===== src/rtl/eth_decap_mux.sv =====
// Strips Ethernet/IPv4/UDP headers from a 64-bit ingress stream and steers the
// UDP payload to one of NUM_CH output channels selected by destination port.
module eth_decap_mux #(
  parameter int                   NUM_CH        = 4,
  parameter logic [16*NUM_CH-1:0] CH_PORT_VALUE = {NUM_CH{16'h3000}},
  parameter logic [16*NUM_CH-1:0] CH_PORT_MASK  = {NUM_CH{16'hF000}},
  parameter logic [31:0]          IP_LOCAL      = 32'hC0A8_0A01,
  parameter logic [31:0]          IP_PEER       = 32'hC0A8_0A03,
  parameter bit                   CHECK_PEER    = 1'b1
) (
  input  logic              eth_clk,
  input  logic              eth_rst_n,
  input  logic              eth_tvalid,
  input  logic              eth_tlast,
  input  logic [7:0]        eth_tkeep,
  input  logic [63:0]       eth_tdata,
  output logic [NUM_CH-1:0] m_tvalid,
  input  logic [NUM_CH-1:0] m_tready,
  output logic [63:0]       m_tdata,
  output logic [7:0]        m_tkeep,
  output logic              m_tlast,
  output logic              m_tuser,
  output logic [15:0]       cnt_ok,
  output logic [15:0]       cnt_filter,
  output logic [15:0]       cnt_trunc,
  output logic [15:0]       cnt_busy
);

  // State name = which ingress beat is expected next.
  localparam logic [3:0] S_IDLE    = 4'd0;
  localparam logic [3:0] S_HDR1    = 4'd1;
  localparam logic [3:0] S_HDR2    = 4'd2;
  localparam logic [3:0] S_HDR3    = 4'd3;
  localparam logic [3:0] S_HDR4    = 4'd4;
  localparam logic [3:0] S_HDR5    = 4'd5;
  localparam logic [3:0] S_PAYLOAD = 4'd6;
  localparam logic [3:0] S_FLUSH   = 4'd7;
  localparam logic [3:0] S_TRUNC   = 4'd8;
  localparam logic [3:0] S_DISCARD = 4'd9;

  logic [3:0]        state;
  logic [47:0]       hold;
  logic [7:0]        flush_keep;
  logic [2:0]        ch;
  logic              tlast_seen;
  logic              skip;

  logic [3:0]        keep_cnt;
  logic              slot_free;
  logic [15:0]       dport;
  logic [31:0]       saddr;
  logic              port_hit;
  logic [2:0]        port_ch;
  logic              hdr_ok;
  logic              busy_hit;
  logic              skip_nxt;
  logic [NUM_CH-1:0] ch_bit;

  function automatic logic [15:0] sat_inc(input logic [15:0] v);
    return (v == 16'hFFFF) ? v : v + 16'd1;
  endfunction

  function automatic logic [7:0] keep_mask(input logic [3:0] n);
    logic [8:0] t;
    t = (9'd1 << n) - 9'd1;
    return t[7:0];
  endfunction

  assign ch_bit    = NUM_CH'(1) << ch;
  assign slot_free = (m_tvalid == '0) || ((m_tvalid & m_tready) != '0);
  assign dport     = {eth_tdata[39:32], eth_tdata[47:40]};
  assign saddr     = {eth_tdata[23:16], eth_tdata[31:24], eth_tdata[39:32], eth_tdata[47:40]};

  always_comb begin
    // NOTE: every combinational output gets a default first so no latch is inferred.
    keep_cnt = '0;
    port_hit = 1'b0;
    port_ch  = '0;
    hdr_ok   = 1'b1;
    busy_hit = 1'b0;
    skip_nxt = skip;
    for (int i = 0; i < 8; i++) keep_cnt = keep_cnt + {3'b000, eth_tkeep[i]};
    // Scan downwards so the lowest matching channel wins.
    for (int i = NUM_CH - 1; i >= 0; i--) begin
      if ((dport & CH_PORT_MASK[16*i +: 16]) == CH_PORT_VALUE[16*i +: 16]) begin
        port_hit = 1'b1;
        port_ch  = 3'(i);
      end
    end
    case (state)
      S_HDR1:  hdr_ok = (eth_tdata[47:32] == 16'h0008) && (eth_tdata[55:48] == 8'h45);
      S_HDR2:  hdr_ok = (eth_tdata[63:56] == 8'd17);
      S_HDR3:  hdr_ok = (!CHECK_PEER || (saddr == IP_PEER)) &&
                        ({eth_tdata[55:48], eth_tdata[63:56]} == IP_LOCAL[31:16]);
      S_HDR4:  hdr_ok = ({eth_tdata[7:0], eth_tdata[15:8]} == IP_LOCAL[15:0]) && port_hit;
      default: hdr_ok = 1'b1;
    endcase
    // A beat arriving after the frame ended but before its tail left is the next frame's beat0.
    if (eth_tvalid && (state == S_FLUSH || (state == S_TRUNC && tlast_seen))) begin
      busy_hit = !skip;
      skip_nxt = !eth_tlast;
    end
  end

  always_ff @(posedge eth_clk) begin
    if (!eth_rst_n) begin
      state      <= S_IDLE;
      hold       <= '0;
      flush_keep <= '0;
      ch         <= '0;
      tlast_seen <= 1'b0;
      skip       <= 1'b0;
      m_tvalid   <= '0;
      m_tdata    <= '0;
      m_tkeep    <= '0;
      m_tlast    <= 1'b0;
      m_tuser    <= 1'b0;
      cnt_ok     <= '0;
      cnt_filter <= '0;
      cnt_trunc  <= '0;
      cnt_busy   <= '0;
    end else begin
      // NOTE: nonblocking assignments later in this block override this default clear.
      if ((m_tvalid & m_tready) != '0) begin
        m_tvalid <= '0;
        m_tdata  <= '0;
        m_tkeep  <= '0;
        m_tlast  <= 1'b0;
        m_tuser  <= 1'b0;
      end
      case (state)
        S_IDLE: if (eth_tvalid) begin
          if (!slot_free) begin
            cnt_busy <= sat_inc(cnt_busy);
            state    <= eth_tlast ? S_IDLE : S_DISCARD;
          end else if (eth_tlast) begin
            cnt_filter <= sat_inc(cnt_filter);
          end else begin
            state <= S_HDR1;
          end
        end
        S_HDR1, S_HDR2, S_HDR3, S_HDR4: if (eth_tvalid) begin
          if (!hdr_ok || eth_tlast) begin
            cnt_filter <= sat_inc(cnt_filter);
            state      <= eth_tlast ? S_IDLE : S_DISCARD;
          end else begin
            state <= state + 4'd1;
          end
          if (state == S_HDR4) ch <= port_ch;
        end
        S_HDR5: if (eth_tvalid) begin
          hold <= eth_tdata[63:16];
          if (!eth_tlast) begin
            state <= S_PAYLOAD;
          end else if (keep_cnt <= 4'd2) begin
            cnt_filter <= sat_inc(cnt_filter);
            state      <= S_IDLE;
          end else if (!slot_free) begin
            m_tdata    <= '0;
            m_tkeep    <= '0;
            m_tlast    <= 1'b1;
            m_tuser    <= 1'b1;
            cnt_trunc  <= sat_inc(cnt_trunc);
            tlast_seen <= 1'b1;
            state      <= S_TRUNC;
          end else begin
            m_tvalid <= ch_bit;
            m_tdata  <= {16'h0000, eth_tdata[63:16]};
            m_tkeep  <= keep_mask(keep_cnt - 4'd2);
            m_tlast  <= 1'b1;
            m_tuser  <= 1'b0;
            cnt_ok   <= sat_inc(cnt_ok);
            state    <= S_IDLE;
          end
        end
        S_PAYLOAD: if (eth_tvalid) begin
          hold <= eth_tdata[63:16];
          if (!slot_free) begin
            // Consumer fell behind: the stalled beat becomes a truncation marker.
            m_tdata    <= '0;
            m_tkeep    <= '0;
            m_tlast    <= 1'b1;
            m_tuser    <= 1'b1;
            cnt_trunc  <= sat_inc(cnt_trunc);
            tlast_seen <= eth_tlast;
            state      <= S_TRUNC;
          end else begin
            m_tvalid <= ch_bit;
            m_tdata  <= {eth_tdata[15:0], hold};
            m_tuser  <= 1'b0;
            if (eth_tlast && keep_cnt <= 4'd2) begin
              m_tkeep <= keep_mask(4'd6 + keep_cnt);
              m_tlast <= 1'b1;
              cnt_ok  <= sat_inc(cnt_ok);
              state   <= S_IDLE;
            end else begin
              m_tkeep <= 8'hFF;
              m_tlast <= 1'b0;
              if (eth_tlast) begin
                flush_keep <= keep_mask(keep_cnt - 4'd2);
                state      <= S_FLUSH;
              end
            end
          end
        end
        S_FLUSH: begin
          if (busy_hit) cnt_busy <= sat_inc(cnt_busy);
          skip <= skip_nxt;
          if (slot_free) begin
            m_tvalid <= ch_bit;
            m_tdata  <= {16'h0000, hold};
            m_tkeep  <= flush_keep;
            m_tlast  <= 1'b1;
            m_tuser  <= 1'b0;
            cnt_ok   <= sat_inc(cnt_ok);
            skip     <= 1'b0;
            state    <= skip_nxt ? S_DISCARD : S_IDLE;
          end
        end
        S_TRUNC: begin
          if (busy_hit) cnt_busy <= sat_inc(cnt_busy);
          skip <= skip_nxt;
          if (eth_tvalid && eth_tlast) tlast_seen <= 1'b1;
          if (slot_free && (tlast_seen || (eth_tvalid && eth_tlast))) begin
            skip       <= 1'b0;
            tlast_seen <= 1'b0;
            state      <= skip_nxt ? S_DISCARD : S_IDLE;
          end
        end
        S_DISCARD: if (eth_tvalid && eth_tlast) state <= S_IDLE;
        default: state <= S_IDLE;
      endcase
    end
  end

endmodule

===== config.mk =====
export PLATFORM = sky130hd
export DESIGN_NAME = eth_decap_mux
export DESIGN_NICKNAME = d
export VERILOG_FILES = /design/src/rtl/eth_decap_mux.sv
export SDC_FILE = /design/constraint.sdc
export NUM_CORES = 1
export LEC_CHECK = 0
export CELL_PAD_IN_SITES_DETAIL_PLACEMENT = 0
export CELL_PAD_IN_SITES_GLOBAL_PLACEMENT = 2
export CORE_MARGIN = 5
export CORE_UTILIZATION = 30
export CTS_BUF_LIST = sky130_fd_sc_hd__clkbuf_8
export DETAILED_ROUTE_END_ITERATION = 6
export GPL_ROUTABILITY_DRIVEN = 0
export GPL_TIMING_DRIVEN = 0
export PLACE_DENSITY_LB_ADDON = 0.1
export SLEW_MARGIN = 15
export SYNTH_ARGS = -nofsm -noshare
export SYNTH_HDL_FRONTEND = slang
export SYNTH_SLANG_ARGS = --single-unit

===== constraint.sdc =====
create_clock -name eth_clk -period 6 [get_ports eth_clk]
set_input_delay 1.5 -clock eth_clk [delete_from_list [all_inputs] [get_ports eth_clk]]
set_output_delay 1.5 -clock eth_clk [all_outputs]
set_load 0.005 [all_outputs]

==> out/qor.csv <==
metric;value;unit
result of the run;finished with violations;
violated checks;design-rule violations;
vias in the first global route;10300;
leading register cell type out of synthesis;sky130_fd_sc_hd__dfxtp_1;
final instance area;13400;sq um
CTS Buf Count;40;
H-tree levels;2;
end of the worst register-to-register path;m_tdata[42]$_SDFF_PN0_;
setup slack of the critical path after layout;200;ps
clock root cell;sky130_fd_sc_hd__clkbuf_8;
Total Routed Length;38700;um
WS Path Type;primary input to flip-flop;
worst setup skew after layout;22.0;ps
Crit. Startpoint;eth_tkeep[0];
DR pass1 iterations;7;
maximum count of clock buffers along a single path;3;
Hold Violations, Final;0;
netlist area before placement;9820;sq um
largest net degree at the start of global routing;11;
synthesized area divided by synthesized cell count;8.30;sq um
ordered cell list for the critical path;clkdlybuf4s50_1 > fa_1 > inv_1 > fa_1 > fa_1 > inv_1 > ha_1 > fa_2 > or2_2 > o21ai_2 > a31oi_1 > a2111o_1 > buf_2 > nor3_1 > mux2i_1;
data required time at the worst endpoint;6460;ps
signal arrival time at the worst endpoint;6260;ps
reg-to-reg slack, setup;2640;ps
worst slew margin relative to its limit;25.4;%
initial antenna violation count;0;
core utilization of the finished layout;41.4;%
final period demand of the worst path;5800;ps
Most common cell on crit path;sky130_fd_sc_hd__fa_1;
n_diodes;0;
endpoint kind of the worst setup timing path;flip-flop;
count of antenna-violating nets left after detailed routing;0;
Critical path buffers and inverters;4;
number of placement rows;66;
part of the power in the clock network;40.8;%
flip-flop and latch count after synthesis;204;
maximum cell stage delay along the critical path;530;ps
I/O pins;222;
syn_nets;1281;
Slew Viols, Final;0;
HPWL after detailed placement;28500;um
measured slew at the worst slew-check pin;1110;ps
Power Density;251;nW/um^2
Seq pwr share;41.0;%
setup-violating endpoint count in the final report;0;
Clock Pin Slew Worst Setup and Hold Paths;60;ps
distinct cell type count after synthesis;71;
die area;36500;sq um
area growth from synthesis to final layout;36.7;%
vias;10300;
total gr overflow;0;
DRC errors left;1;
net count of the finished layout;1546;
async set-or-reset flop fraction in the synthesized netlist;0;%
Slowest cell on crit path;sky130_fd_sc_hd__fa_1;
insertion delay of the later-clocked pin in the worst-skew pair;530;ps
die width;191;um
standby leakage power;4.57;nW
routed vias/inst;5.40;
net switching power;1.01;mW
Initial DRC Count;823;
maximum VDD drop;147;uV
worst setup timing slack at the placement stage;-886;ps
fraction of power spent switching nets;30.0;%
setup repair after global routing missed its margin;false;
reg-to-reg critical path startpoint;state[0]$_SDFFE_PN0P_;
global-route wire length before repair;59800;um
clock sink total;204;
Max Cap Violations;0;
Die Span Y;191;um
Core ar.;32500;sq um
Peak Freq;172;MHz
CP startpoint kind;primary input;
port buffer count;221;
termination of the worst setup path;cnt_filter[14]$_SDFFE_PN0P_;
Warnings, synthesis;0;
count of flip-flops with a built-in enable after synthesis;0;
Worst R2R Path Depth;10;
initial cell density of the core;30.3;%
combined global-route utilization of all metal layers;20.6;%
placement-stage cell area;12600;sq um
cell count after synthesis;1184;
Int Power;2.36;mW
total of fill cells in the finished design;3331;
maximum fanout encountered on the critical timing path;10;
share of the yosys chip area belonging to registers;41.6;%
share of total power in combinational logic;18.2;%
clock tree from TritonCTS;yes;
Crit path depth;15;
delay-heaviest family, CP;adder cells;
final worst-path cycle share;96.7;%
proportion of layout cells with a drive suffix above 1;6.38;%
total negative slack;0;ps
post-DR wirelength/cell;20.2;um
class of the tightest hold or removal check;flip-flop to flip-flop;
CTS Hold Bufs;0;
synthesized netlist by cell type, types with 16 or more instances:
master / number / area, sq um
sky130_fd_sc_hd__dfxtp_1: 204 / 4080
sky130_fd_sc_hd__nand2_1: 169 / 634
sky130_fd_sc_hd__nor2_1: 107 / 402
sky130_fd_sc_hd__a21oi_1: 104 / 521
sky130_fd_sc_hd__clkbuf_1: 64 / 240
sky130_fd_sc_hd__nand3_1: 37 / 185
sky130_fd_sc_hd__a222oi_1: 35 / 350
sky130_fd_sc_hd__a22oi_1: 32 / 240
sky130_fd_sc_hd__o21ai_0: 27 / 135
sky130_fd_sc_hd__and2_1: 26 / 163
sky130_fd_sc_hd__o31ai_1: 26 / 195
sky130_fd_sc_hd__inv_1: 25 / 93.8
sky130_fd_sc_hd__nor4_1: 23 / 144
sky130_fd_sc_hd__mux2i_1: 22 / 220
sky130_fd_sc_hd__and3_1: 20 / 125
sky130_fd_sc_hd__or4_1: 20 / 150
sky130_fd_sc_hd__nand4_1: 18 / 113
sky130_fd_sc_hd__buf_2: 17 / 85.1
sky130_fd_sc_hd__nor3_1: 16 / 80.1
per-layer routing:
layer	GRT usage, %	wire length [um]
met1	27.6	17000
met2	34.0	18100
met3	4.58	2840
met4	4.97	818
met5	0	0
through the flow:
step | instances | total power [mW] | hold slack [ps]
finish | 1916 | 3.38 | 453
detailed placement | 1847 | 2.01 | 446
global placement | 1847 | 2.01 | 441
global route | 1916 | 3.54 | 472
floorplan | 1184 | 1.77 | 436
CTS | 1914 | 3.41 | 454
sequential cells by signal, indices dropped and copies added, names as in the netlist:
signal      count
tlast_seen      1
skip            1
m_tuser         1
m_tkeep         8
state           4
m_tlast         1
cnt_ok         16
flush_keep      8
m_tdata        64
hold           48
m_tvalid        4
cnt_filter     16
cnt_trunc      16
cnt_busy       16
layout by cell type (no fill, tap or decap), drive strengths merged, types with 32 or more instances in the layout:
| cell type | synthesis | routed |
|---|---|---|
| clkdlybuf4s50 | 0 | 221 |
| dfxtp | 204 | 204 |
| nand2 | 169 | 169 |
| clkbuf | 64 | 113 |
| nor2 | 107 | 107 |
| a21oi | 104 | 104 |
| inv | 25 | 42 |
| nand3 | 38 | 38 |
| a222oi | 35 | 35 |
| a22oi | 32 | 32 |
power by group through the flow:
stage / registers (mW) / clock network (mW) / logic (mW)
6_report: 1.39 / 1.38 / 0.613
5_1_grt: 1.39 / 1.49 / 0.668
4_1_cts: 1.38 / 1.42 / 0.604
3_5_place_dp: 1.41 / 0 / 0.595
3_3_place_gp: 1.41 / 0 / 0.597
2_1_floorplan: 1.41 / 0 / 0.361
cell type report:
| cell class | count | area [sq um] | share of cell area, % |
|---|---|---|---|
| tap | 442 | 553 | 4.12 |
| buffer | 82 | 339 | 2.53 |
| multi-input combinational | 873 | 5350 | 39.9 |
| clock buffer | 49 | 674 | 5.02 |
| timing repair buffer | 223 | 2230 | 16.6 |
| clock inverter | 18 | 98.8 | 0.736 |
| inverter | 25 | 93.8 | 0.699 |
| sequential | 204 | 4080 | 30.4 |
worst min-delay path by stage:
stage                     startpoint               endpoint  slack [ps]  cells after the start
2_1_floorplan  hold[13]$_SDFFE_PN0P_  hold[13]$_SDFFE_PN0P_         440                      2
3_3_place_gp   hold[18]$_SDFFE_PN0P_  hold[18]$_SDFFE_PN0P_         440                      2
3_5_place_dp   hold[32]$_SDFFE_PN0P_  hold[32]$_SDFFE_PN0P_         450                      2
4_1_cts        hold[32]$_SDFFE_PN0P_  hold[32]$_SDFFE_PN0P_         450                      2
5_1_grt        hold[34]$_SDFFE_PN0P_  hold[34]$_SDFFE_PN0P_         470                      2
6_report       hold[34]$_SDFFE_PN0P_  hold[34]$_SDFFE_PN0P_         450                      2
timing repair:
item	in CTS	in global routing
setup buffers	0	2
gates resized for setup	7	17
cloned	0	0
pin swaps	0	2
setup endpoints to repair	75	105
cells by family after synthesis:
group	count (synthesis)	synth area share [%]
simple gates	502	25.5
flops	204	41.6
buf+inv	107	4.31
mux	23	2.36
fa+ha+maj	17	2.47
compound gates	312	22.1
xor+xnor	19	1.69
worst min-delay path, delay by kind of cell (launching register included):
family             cells  cell delay [ps]
AOI/OAI and AO/OA      1               50
DFF                    1              310
and+or+nand+nor        1               50
No activity file was read; power rests on OpenSTA's default activity.
==> variant (same settings) <==
The parameter `CHECK_PEER` goes from 1'b1 to 1'b0.
--- a/src/rtl/eth_decap_mux.sv
+++ b/src/rtl/eth_decap_mux.sv
@@ -8,3 +8,3 @@
   parameter logic [31:0]          IP_PEER       = 32'hC0A8_0A03,
-  parameter bit                   CHECK_PEER    = 1'b1
+  parameter bit                   CHECK_PEER    = 1'b0
 ) (
Function: no difference found for any inputs over 4 cycles, from zero or initial values and one cycle with eth_rst_n low; that may be too few to reach the edited logic, so the function may still have changed.
==> variant against the original RTL <==
- critical path depth grew 2
- count of clock-buffer cells in the layout shrank 2
- first-iteration DRC count shrank 42%
- setup slack better by 0.11 ns
- combinational power is 32% lower
- sequential cell count stayed put
- area after synthesis up 1.1%
- wire length shrank 6.1%
- core utilization decreased by 0.16 points
- critical endpoint is now m_tdata[39]
- power decreased by 7.2%
- final area rose by 0.12%
==> variant: results (changes against the original RTL) <==
Placed Area: 0.0127 mm^2 (+0.74%)
largest net degree at the start of global routing: 11 (unchanged)
antenna violations before repair: 3 (+3)
Max-slew headroom: 42.3% (+17 points)
setup slack, reg-to-reg: 3.03 ns (+0.39 ns)
biggest regs: m_tdata: 64 flops, hold: 48 flops
WL met3: 2.13 mm (-25%)
post-DP HPWL: 26.8 mm (-5.7%)
Synth warnings: 0 (unchanged)
crit path time final: 5.69 ns (-0.113 ns)
main area contributors after synthesis: dfxtp_1 41%, nand2_1 10%, a21oi_1 7.0%
worst-skew pair later-pin latency: 0.54 ns
WL met1: 16.8 mm (-0.84%)
Global Route Usage Sum: 19.1% (-1.5 points)
H-tree Lvls: 2 (unchanged)
Setup Viol. Count Final: 0 (unchanged)
Reg-to-Reg End: cnt_filter[2]
end of the critical path: m_tdata[39]
Critical R2R Launch: state[2]
Vias/cell: 5.04 (-6.7%)
Leak Pwr: 4.57 nW (about the same)
dpl cells: 1,907 (+3.2%)
Worst Hold Class: register to register
Critical Path Source: eth_tkeep[0]
post-synth cell types: 77 (+8.5%)
IO buf count: 220 (-0.45%)
CTS root buf: clkbuf_8
Setup Slack @ Placement: -0.474 ns (+0.412 ns)
share of layout cells above drive strength 1: 6.75% (+0.37 points)
Mapped Avg Cell Area: 7.98 um^2 (-3.8%)
via count: 9,920 (-4.1%)
layout filler cell count: 3,414 (+2.5%)
WL per Instance: 18.4 um (-8.7%)
Commonest cells post-synth: 265 x nand2_1, 204 x dfxtp_1, 138 x a21oi_1
R2R depth: 8 (-2)
Switch Pwr: 0.000871 W (-14%)
Synth Flop Type: dfxtp_1
register area: 0.00408 mm^2 (unchanged)
CTS Buf Count: 40 (unchanged)
routed wl met2: 16.6 mm (-8.1%)
Clock Skews: 0.0128 ns (-0.00920 ns)
clock-pin slew on the worst setup and hold paths: 0.05 ns
vias in the first global route: 9,589 (-7.0%)
first-pass GRT wire length: 55.5 mm (-7.1%)
Seq/Total Area, Yosys: 41.1% (-0.46 points)
Max rail drop VDD: 0.125 mV (-15%)
Clock Path Buffers: 3 (unchanged)
nets@finish: 1,605 (+3.8%)
run status: complete, no violations
asr flop ratio synth: 0% (unchanged)
Syn Nets: 1,342 (+4.8%)
Max FO, Critical Path: 10 (unchanged)
DRT Pass-1 Iters: 5 (-2)
First DRT Iteration DRCs: 481 (-42%)
Critical Path AT: 6.14 ns (-0.12 ns)
hold path start: m_tdata[15]
top sig layer: met5
-- variant: cell types whose count changed in the layout (fill, tap and decap cells not counted), sizes merged, moves of 10 or more --
cell and change:
nand2 +96, a22o +48, a21oi +36, a222oi -35, nor2 -28, and2 -21, clkbuf -21, o31ai -19
buf +17, or4 -15, xnor2 +14, a22oi -12, o2bb2ai -10
-- variant: kinds of logic (layout without fill, tap and decap cells) --
kind of cell    after synthesis  count (layout)  synth area share [%]
compound gates              312             312                  20.3
xor+xnor                     24              24                  2.12
fa+ha+maj                    17              17                  2.44
buf+inv                     110             392                  4.64
flops                       204             204                  41.1
mux                          24              24                  2.42
other cells                   0               1                     0
simple gates                554             554                  26.9
-- variant: power by group through the flow --
stage / Sequential [W] / Combinational, W / Clock, W
after floorplan: 0.00139 / 0.000250 / 0
after global placement: 0.00140 / 0.000410 / 0
after detailed placement: 0.00139 / 0.000411 / 0
after CTS: 0.00137 / 0.000414 / 0.00140
after global routing: 0.00137 / 0.000458 / 0.00146
final: 0.00137 / 0.000414 / 0.00135
-- variant: how the worst min path moves through the flow --
stage	endpoint	slack, ns	cells after the start
after floorplan	hold[0]	0.44	2
after global placement	m_tkeep[3]	0.44	2
after detailed placement	hold[0]	0.45	2
after CTS	hold[0]	0.45	2
after global routing	m_tdata[46]	0.47	2
final	m_tdata[15]	0.45	2
-- variant: repair_timing --
action	CTS	global route
endpoints found under the setup margin	0	44
setup buffers	0	1
gates resized for setup	0	6
endpoints found under the hold margin	0	0
-- variant: worst max-delay path: stages --
cell and delay, ns:
clkdlybuf4s50_1 0.43, fa_1 0.54, inv_1 0.05, fa_1 0.46, fa_1 0.49, inv_1 0.04
ha_1 0.23, fa_1 0.54, buf_2 0.19, nand2_1 0.21, nand4_1 0.21, and3_1 0.16
buf_2 0.26, clkbuf_1 0.43, a22o_1 0.21, nand2_1 0.06, a21oi_1 0.13
-- variant: routing by layer --
metal	vias up	track usage, %
li1	4945	-
met5	-	0
met1	4646	26.0
met3	58	3.89
met2	267	31.0
met4	4	4.78
-- variant: area by class of cell --
type | instances | share of cell area (%)
diodes | 1 | 0.0186
plain buffers | 81 | 2.63
clock buffers | 47 | 4.81
clock inverters | 14 | 0.661
inverters | 29 | 0.810
multi-input cells | 931 | 40.1
flip-flops and latches | 204 | 30.4
well taps | 442 | 4.11
repair buffers | 221 | 16.4
